<file path="config.mk">
export PLATFORM = sky130hd
export DESIGN_NAME = spi_slave
export DESIGN_NICKNAME = d
export VERILOG_FILES = /design/src/rtl/spi_pkg.sv /design/src/rtl/spi_sync_edge.sv /design/src/rtl/spi_slave.sv
export SDC_FILE = /design/constraint.sdc
export NUM_CORES = 1
export LEC_CHECK = 0
export CAP_MARGIN = 20
export CORE_ASPECT_RATIO = 1.25
export CORE_MARGIN = 2
export CORE_UTILIZATION = 48
export DETAILED_ROUTE_END_ITERATION = 8
export PLACE_DENSITY = 0.8
export SLEW_MARGIN = 0
export SYNTH_ARGS = -nofsm -noshare
export SYNTH_HDL_FRONTEND = slang
export SYNTH_SLANG_ARGS = --single-unit
</file>
<file path="constraint.sdc">
create_clock -name ACLK -period 1.7 [get_ports ACLK]
set_input_delay 0.17 -clock ACLK [delete_from_list [all_inputs] [get_ports ACLK]]
set_output_delay 0.17 -clock ACLK [all_outputs]
set_load 0.05 [all_outputs]
</file>
<file path="src/rtl/spi_pkg.sv">
// Shared definitions for the SPI slave: the controller state type and
// link-level constants used by the slave and its synchroniser.
package spi_pkg;

    // Controller state: IDLE while deselected, ACTIVE while a frame is open.
    typedef enum logic {
        IDLE   = 1'b0,
        ACTIVE = 1'b1
    } spi_state_e;

    // Default word length in bits, MSB first on the wire.
    localparam int SPI_DATA_W = 32;

    // Slowest allowed ratio f(ACLK)/f(SCLK); below this the oversampling
    // pipeline cannot resolve every SCLK edge.
    localparam int SPI_MIN_CLK_RATIO = 4;

endpackage

</file>
<file path="src/rtl/spi_sync_edge.sv">
// N-flop synchroniser with one history flop for edge detection.
// Ports:
//   clk, rst_n : system clock, asynchronous active-low reset
//   d          : asynchronous input
//   q          : synchronised level
//   rise, fall : single-cycle pulses on synchronised 0->1 / 1->0 transitions
// All flops reset to 0 so that an input already low when reset releases
// produces no fall pulse.
module spi_sync_edge #(
    parameter int STAGES = 2
) (
    input  logic clk,
    input  logic rst_n,
    input  logic d,
    output logic q,
    output logic rise,
    output logic fall
);

    logic [STAGES-1:0] sync_r;
    logic              hist_r;

    // Synchroniser chain plus history flop.
    always_ff @(posedge clk or negedge rst_n) begin
        if (!rst_n) begin
            sync_r <= '0;
            hist_r <= 1'b0;
        end else begin
            sync_r <= {sync_r[STAGES-2:0], d};
            hist_r <= sync_r[STAGES-1];
        end
    end

    assign q    = sync_r[STAGES-1];
    assign rise = sync_r[STAGES-1] & ~hist_r;
    assign fall = ~sync_r[STAGES-1] & hist_r;

endmodule

</file>
<file path="src/rtl/spi_slave.sv">
// SPI mode-0 slave running entirely in the ACLK domain.
// Ports:
//   ACLK, ARESETN         : system clock, asynchronous active-low reset
//   SCLK, SS_N, MOSI      : SPI inputs (asynchronous, oversampled)
//   MISO, MISO_OE         : SPI data out and its output enable
//   tx_data/valid/ready   : words to transmit; tx_ready pulses on consume
//   rx_data/valid/ready   : received words; rx_valid held until accepted
//   overrun               : pulse, completed word dropped (rx still held)
//   underrun              : pulse, tx load found no valid word
//   frame_err             : pulse, SS_N released with a partial word
module spi_slave
    import spi_pkg::*;
#(
    parameter int DATA_W      = SPI_DATA_W,
    parameter int SYNC_STAGES = 2
) (
    input  logic              ACLK,
    input  logic              ARESETN,
    input  logic              SCLK,
    input  logic              SS_N,
    input  logic              MOSI,
    output logic              MISO,
    output logic              MISO_OE,
    input  logic [DATA_W-1:0] tx_data,
    input  logic              tx_valid,
    output logic              tx_ready,
    output logic [DATA_W-1:0] rx_data,
    output logic              rx_valid,
    input  logic              rx_ready,
    output logic              overrun,
    output logic              underrun,
    output logic              frame_err
);

    localparam int              CNT_W    = $clog2(DATA_W);
    localparam logic [CNT_W-1:0] CNT_LAST = CNT_W'(DATA_W - 1);

    logic sclk_q_s, sclk_rise_s, sclk_fall_s;
    logic ss_q_s, ss_rise_s, ss_fall_s;
    logic mosi_s;
    logic tx_load_s;

    logic [SYNC_STAGES-1:0] mosi_sync_r;
    spi_state_e             state_r;
    logic [CNT_W-1:0]       bit_cnt_r;
    logic [DATA_W-1:0]      rx_shift_r;
    logic [DATA_W-1:0]      tx_shift_r;
    logic [DATA_W-1:0]      rx_data_r;
    logic                   rx_valid_r;
    logic                   word_done_r;
    logic                   tx_ready_r;
    logic                   underrun_r;
    logic                   overrun_r;
    logic                   frame_err_r;
    logic                   miso_oe_r;

    spi_sync_edge #(.STAGES(SYNC_STAGES)) u_sclk_sync (
        .clk   (ACLK),
        .rst_n (ARESETN),
        .d     (SCLK),
        .q     (sclk_q_s),
        .rise  (sclk_rise_s),
        .fall  (sclk_fall_s)
    );

    spi_sync_edge #(.STAGES(SYNC_STAGES)) u_ss_sync (
        .clk   (ACLK),
        .rst_n (ARESETN),
        .d     (SS_N),
        .q     (ss_q_s),
        .rise  (ss_rise_s),
        .fall  (ss_fall_s)
    );

    // MOSI synchroniser; same depth as SCLK so data lines up with the rise pulse.
    always_ff @(posedge ACLK or negedge ARESETN) begin
        if (!ARESETN) begin
            mosi_sync_r <= '0;
        end else begin
            mosi_sync_r <= {mosi_sync_r[SYNC_STAGES-2:0], MOSI};
        end
    end

    assign mosi_s = mosi_sync_r[SYNC_STAGES-1];

    // A tx load happens at frame start and on each falling edge at a word boundary.
    always_comb begin
        tx_load_s = 1'b0;
        if (state_r == IDLE) begin
            tx_load_s = ss_fall_s;
        end else begin
            tx_load_s = !ss_rise_s && !sclk_rise_s && sclk_fall_s && (bit_cnt_r == '0);
        end
    end

    // Frame controller, shift registers and rx/tx handshakes.
    always_ff @(posedge ACLK or negedge ARESETN) begin
        if (!ARESETN) begin
            state_r     <= IDLE;
            bit_cnt_r   <= '0;
            rx_shift_r  <= '0;
            tx_shift_r  <= '0;
            rx_data_r   <= '0;
            rx_valid_r  <= 1'b0;
            word_done_r <= 1'b0;
            tx_ready_r  <= 1'b0;
            underrun_r  <= 1'b0;
            overrun_r   <= 1'b0;
            frame_err_r <= 1'b0;
            miso_oe_r   <= 1'b0;
        end else begin
            tx_ready_r  <= 1'b0;
            underrun_r  <= 1'b0;
            overrun_r   <= 1'b0;
            frame_err_r <= 1'b0;
            word_done_r <= 1'b0;

            // A completed word lands one cycle after its last bit was shifted in.
            if (word_done_r) begin
                if (!rx_valid_r || rx_ready) begin
                    rx_data_r  <= rx_shift_r;
                    rx_valid_r <= 1'b1;
                end else begin
                    overrun_r <= 1'b1;
                end
            end else if (rx_valid_r && rx_ready) begin
                rx_valid_r <= 1'b0;
            end else begin
                rx_valid_r <= rx_valid_r;
            end

            case (state_r)
                IDLE: begin
                    if (ss_fall_s) begin
                        state_r   <= ACTIVE;
                        bit_cnt_r <= '0;
                        miso_oe_r <= 1'b1;
                    end
                end
                ACTIVE: begin
                    if (ss_rise_s) begin
                        // Releasing select mid-word drops the partial word.
                        state_r    <= IDLE;
                        miso_oe_r  <= 1'b0;
                        bit_cnt_r  <= '0;
                        rx_shift_r <= '0;
                        if (bit_cnt_r != '0) begin
                            frame_err_r <= 1'b1;
                        end
                    end else if (sclk_rise_s) begin
                        rx_shift_r <= {rx_shift_r[DATA_W-2:0], mosi_s};
                        if (bit_cnt_r == CNT_LAST) begin
                            bit_cnt_r   <= '0;
                            word_done_r <= 1'b1;
                        end else begin
                            bit_cnt_r <= bit_cnt_r + CNT_W'(1);
                        end
                    end else if (sclk_fall_s && (bit_cnt_r != '0)) begin
                        tx_shift_r <= {tx_shift_r[DATA_W-2:0], 1'b0};
                    end
                end
                default: begin
                    state_r <= IDLE;
                end
            endcase

            if (tx_load_s) begin
                if (tx_valid) begin
                    tx_shift_r <= tx_data;
                    tx_ready_r <= 1'b1;
                end else begin
                    tx_shift_r <= '0;
                    underrun_r <= 1'b1;
                end
            end
        end
    end

    assign MISO      = tx_shift_r[DATA_W-1];
    assign MISO_OE   = miso_oe_r;
    assign tx_ready  = tx_ready_r;
    assign rx_data   = rx_data_r;
    assign rx_valid  = rx_valid_r;
    assign overrun   = overrun_r;
    assign underrun  = underrun_r;
    assign frame_err = frame_err_r;

endmodule

</file>
==> impl_metrics.env, run 1 <==
export IMPL_final_nets=552
export IMPL_required_ns=1.99
export IMPL_regToRegEndpoint="tx_shift_r[12]"
export IMPL_startpoint_type="register"
export IMPL_layout_setup_ws_ns=0.0106
export IMPL_r2r_start="bit_cnt_r[0]"
export IMPL_internal_power_mw=5.78
export IMPL_nFillCells=740
export IMPL_hold_start="SS_N"
export IMPL_hold_path_end="u_ss_sync.sync_r[0]"
export IMPL_holdPathStages=1
export IMPL_clkTransAtPathRegs_ns=0.05
export IMPL_cp_slowest_stage_delay_ns=0.52
export IMPL_synthTopCellsByArea="dfrtp_1, mux2_2, a21oi_1, a22o_1, o32ai_1"
export IMPL_crit_fanout=17
export IMPL_io_pins=78
export IMPL_crit_chain="inv_1, ha_1, or4b_4, o21a_4, o32ai_1"
export IMPL_min_period_ns=1.69
export IMPL_min_path_type="in -> reg"
export IMPL_postLayoutCellArea_um2=6580
export IMPL_power_switching_share_pct=25.8
export IMPL_vias=3773
export IMPL_placed_area_um2=5880
export IMPL_power_leakage_nw=3.17
export IMPL_numPortBuffers=77
export IMPL_synth_most_common_cell="dfrtp_1"
export IMPL_critPathSlowestCell="or4b_4"
export IMPL_clockBufferDepth=2
export IMPL_diodes=0
export IMPL_synth_warnings=0
export IMPL_setup_tns_ns=0
export IMPL_p_per_area_nw_per_um2=1180
export IMPL_peakVddDrop_v=0.000822
export IMPL_insertion_delay_ns=0.40
export IMPL_cts_root_buf="clkbuf_16"
export IMPL_fmax_ghz=0.592
export IMPL_arrival_ns=1.97
export IMPL_synthCells=426
export IMPL_grt_max_degree=58
export IMPL_synth_edf_count=0
export IMPL_drive_gt1_share_pct=22.8
export IMPL_area_delta_synth_final_pct=34.8
export IMPL_avgRoutedWirePerCell_um=16.7
export IMPL_end_kind="register"
export IMPL_post_place_cells=618
export IMPL_dieArea_um2=11000
export IMPL_setup_viol_count_final=0
export IMPL_start_util_pct=48.8
export IMPL_grt_total_usage_pct=21.0
export IMPL_final_core_util_pct=65.8
export IMPL_seqPwrFrac_pct=40.9
export IMPL_reg2regPathDepth=5
export IMPL_first_iter_violations=182
export IMPL_ff2ff_setup_slack_ns=0.01
export IMPL_yosysTopAreaCellShare_pct=60.0
export IMPL_syn_nets=468
export IMPL_wirelength_um=10900
export IMPL_cts_num_sinks=117
export IMPL_async_flop_share_pct=100
export IMPL_drtPass1Iterations=4
export IMPL_drcViolationCount=0
export IMPL_hold_viol=0
export IMPL_die_w_um=94.2
export IMPL_dp_slack_ns=-0.110
export IMPL_synth_seq_cells=117
export IMPL_seq_area_frac_synth_pct=60.0
export IMPL_grt_pass1_wl_um=18000
export IMPL_cap_violations=0
export IMPL_synth_area_um2=4880
export IMPL_die_h_um=117
export IMPL_detail_route_antenna_nets=0
export IMPL_overflow=0
export IMPL_fin_cells=650
export IMPL_syn_area_per_cell_um2=11.5
export IMPL_via_per_inst=5.80
export IMPL_std_cell_rows=41
export IMPL_cts_tree="built"
export IMPL_p_comb_share_pct=14.3
export IMPL_cts_setup_buffers=0
export IMPL_max_slew_margin_pct=66.5
export IMPL_ys_flop_type="dfrtp_1"
export IMPL_synth_common_cells="dfrtp_1, a21oi_1, nand2_1"
export IMPL_core_area_um2=10000
export IMPL_antenna_found_initial=0
export IMPL_slew_viol_final=0
export IMPL_post_route_period_util_pct=99.4
export IMPL_htree_levels=4
export IMPL_timing_hold_ws_ns=0.203
export IMPL_clkPwrFrac_pct=44.8
export IMPL_worstMarginPinSlew_ns=0.505
export IMPL_power_switching_mw=2.01
export IMPL_finalPower_mw=7.80
export IMPL_hpwl_um=6590
export IMPL_criticalPathCategory="reg -> reg"
export IMPL_yosysTopAreaCell="dfrtp_1"
export IMPL_synth_distinct_cells=28
export IMPL_grt_pass1_vias=3826
export IMPL_status="finished, final reports clean"
export IMPL_numCtsBuffers=17
export IMPL_gp_congestion=0.851
export IMPL_rsz0062_at_grt="yes"
export IMPL_skew_ns=0.00811
==> routing by layer <==
metal | up-vias | GRT usage [%] | wire, um
li1 | 1720 | - | -
met1 | 1882 | 25.4 | 4430
met2 | 154 | 36.4 | 5670
met3 | 17 | 4.55 | 581
met4 | 0 | 8.89 | 174
met5 | - | 0 | 0
==> power by group through the flow <==
stage	Sequential (mW)	Clock [mW]	Combinational, mW
floorplan	3.22	0	0.591
global placement	3.20	0	0.954
detailed placement	3.21	0	0.991
CTS	3.17	3.53	1.07
global route	3.21	3.69	1.22
finish	3.19	3.49	1.11
==> sequential cells by signal (all words and copies together), names as in the netlist <==
name                count
tx_ready                1
rx_shift_r             32
state_r                 1
underrun                1
u_ss_sync.hist_r        1
overrun                 1
u_sclk_sync.hist_r      1
u_sclk_sync.sync_r      2
rx_valid                1
frame_err               1
MISO_OE                 1
tx_shift_r             32
mosi_sync_r             2
bit_cnt_r               5
word_done_r             1
u_ss_sync.sync_r        2
rx_data                32
==> area by class of cell <==
type                    instances  area (um2)  area share, %
flip-flops and latches        117        2930           44.5
multi-input cells             271        1910           29.1
repair buffers                 99         980           14.9
clock buffers                  22         484           7.36
well taps                     129         161           2.45
clock inverters                 8         100           1.52
inverters                       4        15.0          0.228
==> worst max-delay path, delay by kind of cell (launching register included) <==
kind,cells,cell delay [ns]
simple gates,1,0.52
compound gates,2,0.46
flops,1,0.38
fa+ha+maj,1,0.14
buf+inv,1,0.06
==> worst max path at each step <==
stage,start,to,slack [ns],depth (start not counted)
floorplan,bit_cnt_r[0],tx_shift_r[2],0.01,7
global placement,bit_cnt_r[0],bit_cnt_r[2],0.02,8
detailed placement,bit_cnt_r[0],bit_cnt_r[2],-0.11,8
CTS,bit_cnt_r[0],bit_cnt_r[2],-0.0002,7
global route,bit_cnt_r[0],tx_shift_r[31],-0.04,6
finish,bit_cnt_r[0],tx_shift_r[12],0.01,5
==> logic make-up (layout without fill, tap and decap cells) <==
group                    after synthesis  after routing  share of synthesized area (%)
flip-flops                           117            117                           60.0
buffers and inverters                 39            133                           3.66
AND/OR/NAND/NOR                       97             97                           8.76
AO/OA/AOI/OAI                        138            139                           19.5
multiplexers                          32             32                           7.38
adder cells (fa/ha/maj)                3              3                          0.769
==> layout by cell type, fill, tap and decap left out, types with 3 or more instances in the layout <==
master / synthesis / layout
buf_12: 0 / 8
o21ai_0: 3 / 3
buf_4: 0 / 22
nand3_1: 7 / 6
a22o_1: 32 / 32
clkbuf_8: 0 / 4
clkdlybuf4s50_1: 0 / 37
dlygate4sd2_1: 0 / 30
clkbuf_16: 0 / 17
nand2_1: 38 / 38
nand2b_1: 4 / 4
clkinvlp_4: 0 / 4
o32ai_1: 32 / 30
nor2b_1: 4 / 3
mux2_2: 32 / 32
inv_1: 4 / 4
nor2_1: 35 / 34
dfrtp_1: 117 / 117
a21oi_2: 0 / 11
a21oi_1: 65 / 54
==> repair_timing <==
item / 4_1_cts / 5_1_grt
gates resized for setup: 41 / 19
setup endpoints to repair: 66 / 30
hold buffers: 1 / 0
cloned: 1 / 0
pin swaps: 3 / 4
endpoints found under the hold margin: 26 / 0
(Power assumes the default switching activity.)
==> run 2: changes to the inputs <==
--- a/config.mk
+++ b/config.mk
@@ -8,9 +8,10 @@
 export CAP_MARGIN = 20
 export CORE_ASPECT_RATIO = 1.25
 export CORE_MARGIN = 2
-export CORE_UTILIZATION = 48
+export CORE_UTILIZATION = 53
 export DETAILED_ROUTE_END_ITERATION = 8
-export PLACE_DENSITY = 0.8
+export PLACE_DENSITY = 0.83
+export REMOVE_ABC_BUFFERS = 1
 export SLEW_MARGIN = 0
 export SYNTH_ARGS = -nofsm -noshare
 export SYNTH_HDL_FRONTEND = slang
==> constraint.sdc (replaced) <==
create_clock -name ACLK -period 1.65 [get_ports ACLK]
set_input_delay 0.165 -clock ACLK [delete_from_list [all_inputs] [get_ports ACLK]]
set_output_delay 0.165 -clock ACLK [all_outputs]
set_load 0.05 [all_outputs]
==> run 2 against run 1 <==
  * The flow now finishes with violations (negative setup slack)
  * Non-clock buffer count is 9 higher
  * Critical path depth increased by 1
  * Highest routed layer unchanged
  * Clock skew decreased by 0.0024 ns
  * Worst hold slack worse by 0.013 ns
  * Largest power group unchanged
  * First-iteration DRC count is 45% higher
  * Critical endpoint is now tx_shift_r[19]
  * Register-to-register slack lost 0.18 ns
  * Count of clock-buffer cells in the layout unchanged
  * Die area fell by 9.1%
  * Utilization rose by 12 points
  * Sequential power is 5% higher
  * Sequential cell count did not move
  * Wire length rose by 18%
==> impl_metrics.env, run 2 (synthesized netlist as in run 1, its figures left out) <==
export IMPL_hold_viol=0
export IMPL_antenna_found_initial=0
export IMPL_via_per_inst=6.15
export IMPL_detail_route_antenna_nets=0
export IMPL_gp_congestion=0.854
export IMPL_cts_num_sinks=117
export IMPL_overflow=0
export IMPL_min_period_ns=1.82
export IMPL_power_leakage_nw=3.30
export IMPL_first_iter_violations=263
export IMPL_std_cell_rows=39
export IMPL_status="finished, violations left"
export IMPL_fmax_ghz=0.550
export IMPL_postLayoutCellArea_um2=7000
export IMPL_top_usage_layer="met2"
export IMPL_numPortBuffers=77
export IMPL_cts_tree="built"
export IMPL_arrival_ns=2.09
export IMPL_placed_area_um2=5860
export IMPL_use_met1_pct=29.7
export IMPL_drcViolationCount=0
export IMPL_layout_setup_ws_ns=-0.167
export IMPL_fin_cells=659
export IMPL_ff2ff_setup_slack_ns=-0.17
export IMPL_slew_viol_final=0
export IMPL_required_ns=1.93
export IMPL_grt_pass1_vias=3773
export IMPL_peakVddDrop_v=0.000951
export IMPL_hpwl_um=6260
export IMPL_wirelength_um=12800
export IMPL_diodes=0
export IMPL_skew_ns=0.00575
export IMPL_io_pins=78
export IMPL_clockBufferDepth=2
export IMPL_worstSetupStartpoint="bit_cnt_r[1]"
export IMPL_layout_commonest_cell="dfrtp_1"
export IMPL_drtPass1Iterations=6
export IMPL_drive_gt1_share_pct=31.3
export IMPL_violations="negative setup slack"
export IMPL_finalPower_mw=8.97
export IMPL_avgRoutedWirePerCell_um=19.4
export IMPL_grt_total_usage_pct=23.3
export IMPL_crit_fanout=8
export IMPL_setup_viol_count_final=35
export IMPL_min_path_type="in -> reg"
export IMPL_die_w_um=89.9
export IMPL_grt_pass1_wl_um=18500
export IMPL_final_nets=565
export IMPL_area_delta_synth_final_pct=43.4
export IMPL_setup_tns_ns=-3.54
export IMPL_dieArea_um2=10000
export IMPL_cts_root_buf="clkbuf_16"
export IMPL_max_slew_margin_pct=64.7
export IMPL_use_met2_pct=38.1
export IMPL_reg2regPathDepth=6
export IMPL_rsz0062_at_grt="yes"
export IMPL_numCtsBuffers=17
export IMPL_worstMarginPinSlew_ns=0.530
export IMPL_htree_levels=4
export IMPL_p_per_area_nw_per_um2=1280
export IMPL_met3_usage_pct=5.51
export IMPL_vias=4052
export IMPL_startpoint_type="register"
export IMPL_cap_violations=0
export IMPL_start_util_pct=54.1
export IMPL_mostFrequentLayoutCells="dfrtp_1, a21oi_1, nand2_1, clkdlybuf4s50_1, buf_4"
export IMPL_grt_max_degree=38
export IMPL_end_kind="register"
export IMPL_post_place_cells=613
export IMPL_criticalPathCategory="reg -> reg"
export IMPL_cp_endpoint="tx_shift_r[19]"
export IMPL_clkTransAtPathRegs_ns=0.05
export IMPL_core_area_um2=9030
export IMPL_r2r_start="bit_cnt_r[1]"
export IMPL_insertion_delay_ns=0.41
export IMPL_die_h_um=111
export IMPL_post_route_period_util_pct=110
export IMPL_regToRegEndpoint="tx_shift_r[19]"
[run 2: cell types whose count changed in the layout (fill, tap and decap cells not counted), moves of 4 or more]
cell | before | now
a21oi_2 | 11 | 18
o32ai_1 | 30 | 24
buf_4 | 22 | 36
a21oi_4 | 0 | 7
a21oi_1 | 54 | 40
clkinvlp_4 | 4 | 0
o32ai_2 | 2 | 8
dlygate4sd2_1 | 30 | 19
[run 2: power by group]
| part | internal (mW) | leakage [nW] | total [mW] | switching [mW] |
|---|---|---|---|---|
| Clock | 2.78 | 0.324 | 4.03 | 1.25 |
| Combinational | 0.717 | 1.40 | 1.59 | 0.877 |
| Sequential | 3.09 | 1.57 | 3.34 | 0.243 |
[run 2: layout make-up]
| cell class | instances | area, um2 |
|---|---|---|
| fillers | 533 | 2030 |
| flip-flops and latches | 117 | 2930 |
| well taps | 123 | 154 |
| clock buffers | 22 | 474 |
| clock inverters | 10 | 175 |
| repair buffers | 108 | 1110 |
| inverters | 4 | 15.0 |
| multi-input cells | 275 | 2140 |
[run 2: stage by stage]
step	hold slack, ns	worst slack, ns	utilization (%)
final	0.190	-0.167	77.6
after global routing	0.183	-0.190	77.6
after CTS	0.179	-0.0849	73.4
after detailed placement	0.178	-0.172	64.9
after global placement	0.175	-0.0925	64.9
after floorplan	-0.131	-0.894	-
[run 2: worst min-delay path by stage]
stage | to | cells after the start | startpoint | slack, ns
CTS | u_ss_sync.sync_r[0] | 1 | SS_N | 0.18
global placement | rx_data[30] | 1 | ARESETN | 0.17
detailed placement | rx_data[30] | 1 | ARESETN | 0.18
global route | u_ss_sync.sync_r[0] | 1 | SS_N | 0.18
finish | u_ss_sync.sync_r[0] | 1 | SS_N | 0.19
floorplan | MISO_OE | 0 | ARESETN | -0.13
[run 2: timing repair]
| item | 4_1_cts | 5_1_grt |
|---|---|---|
| hold buffers | 1 | 0 |
| gates cloned | 3 | 6 |
| resized for setup | 37 | 53 |
| pin swaps | 1 | 20 |
| setup endpoints to repair | 56 | 39 |
| setup buffers | 3 | 1 |
| hold endpoints to repair | 32 | 0 |
[run 2: metal layers]
layer | part of all wire (%) | vias up
li1 | - | 1767
met1 | 37 | 2007
met2 | 53 | 234
met3 | 7.1 | 44
met4 | 3.3 | 0
met5 | 0 | -
[run 2: worst max-delay path: stages (launching register included)]
cell	delay, ns
dfrtp_1	0.42
inv_2	0.09
ha_4	0.13
or4b_4	0.56
buf_6	0.19
a21oi_1	0.16
o32ai_1	0.12
==> run 3: changes to the inputs <==
--- a/config.mk
+++ b/config.mk
@@ -16,3 +16,4 @@
 export SYNTH_ARGS = -nofsm -noshare
 export SYNTH_HDL_FRONTEND = slang
 export SYNTH_SLANG_ARGS = --single-unit
+export TNS_END_PERCENT = 100
==> results of run 3 <==
Final layout, timing and power as in run 2 (identical DEF).
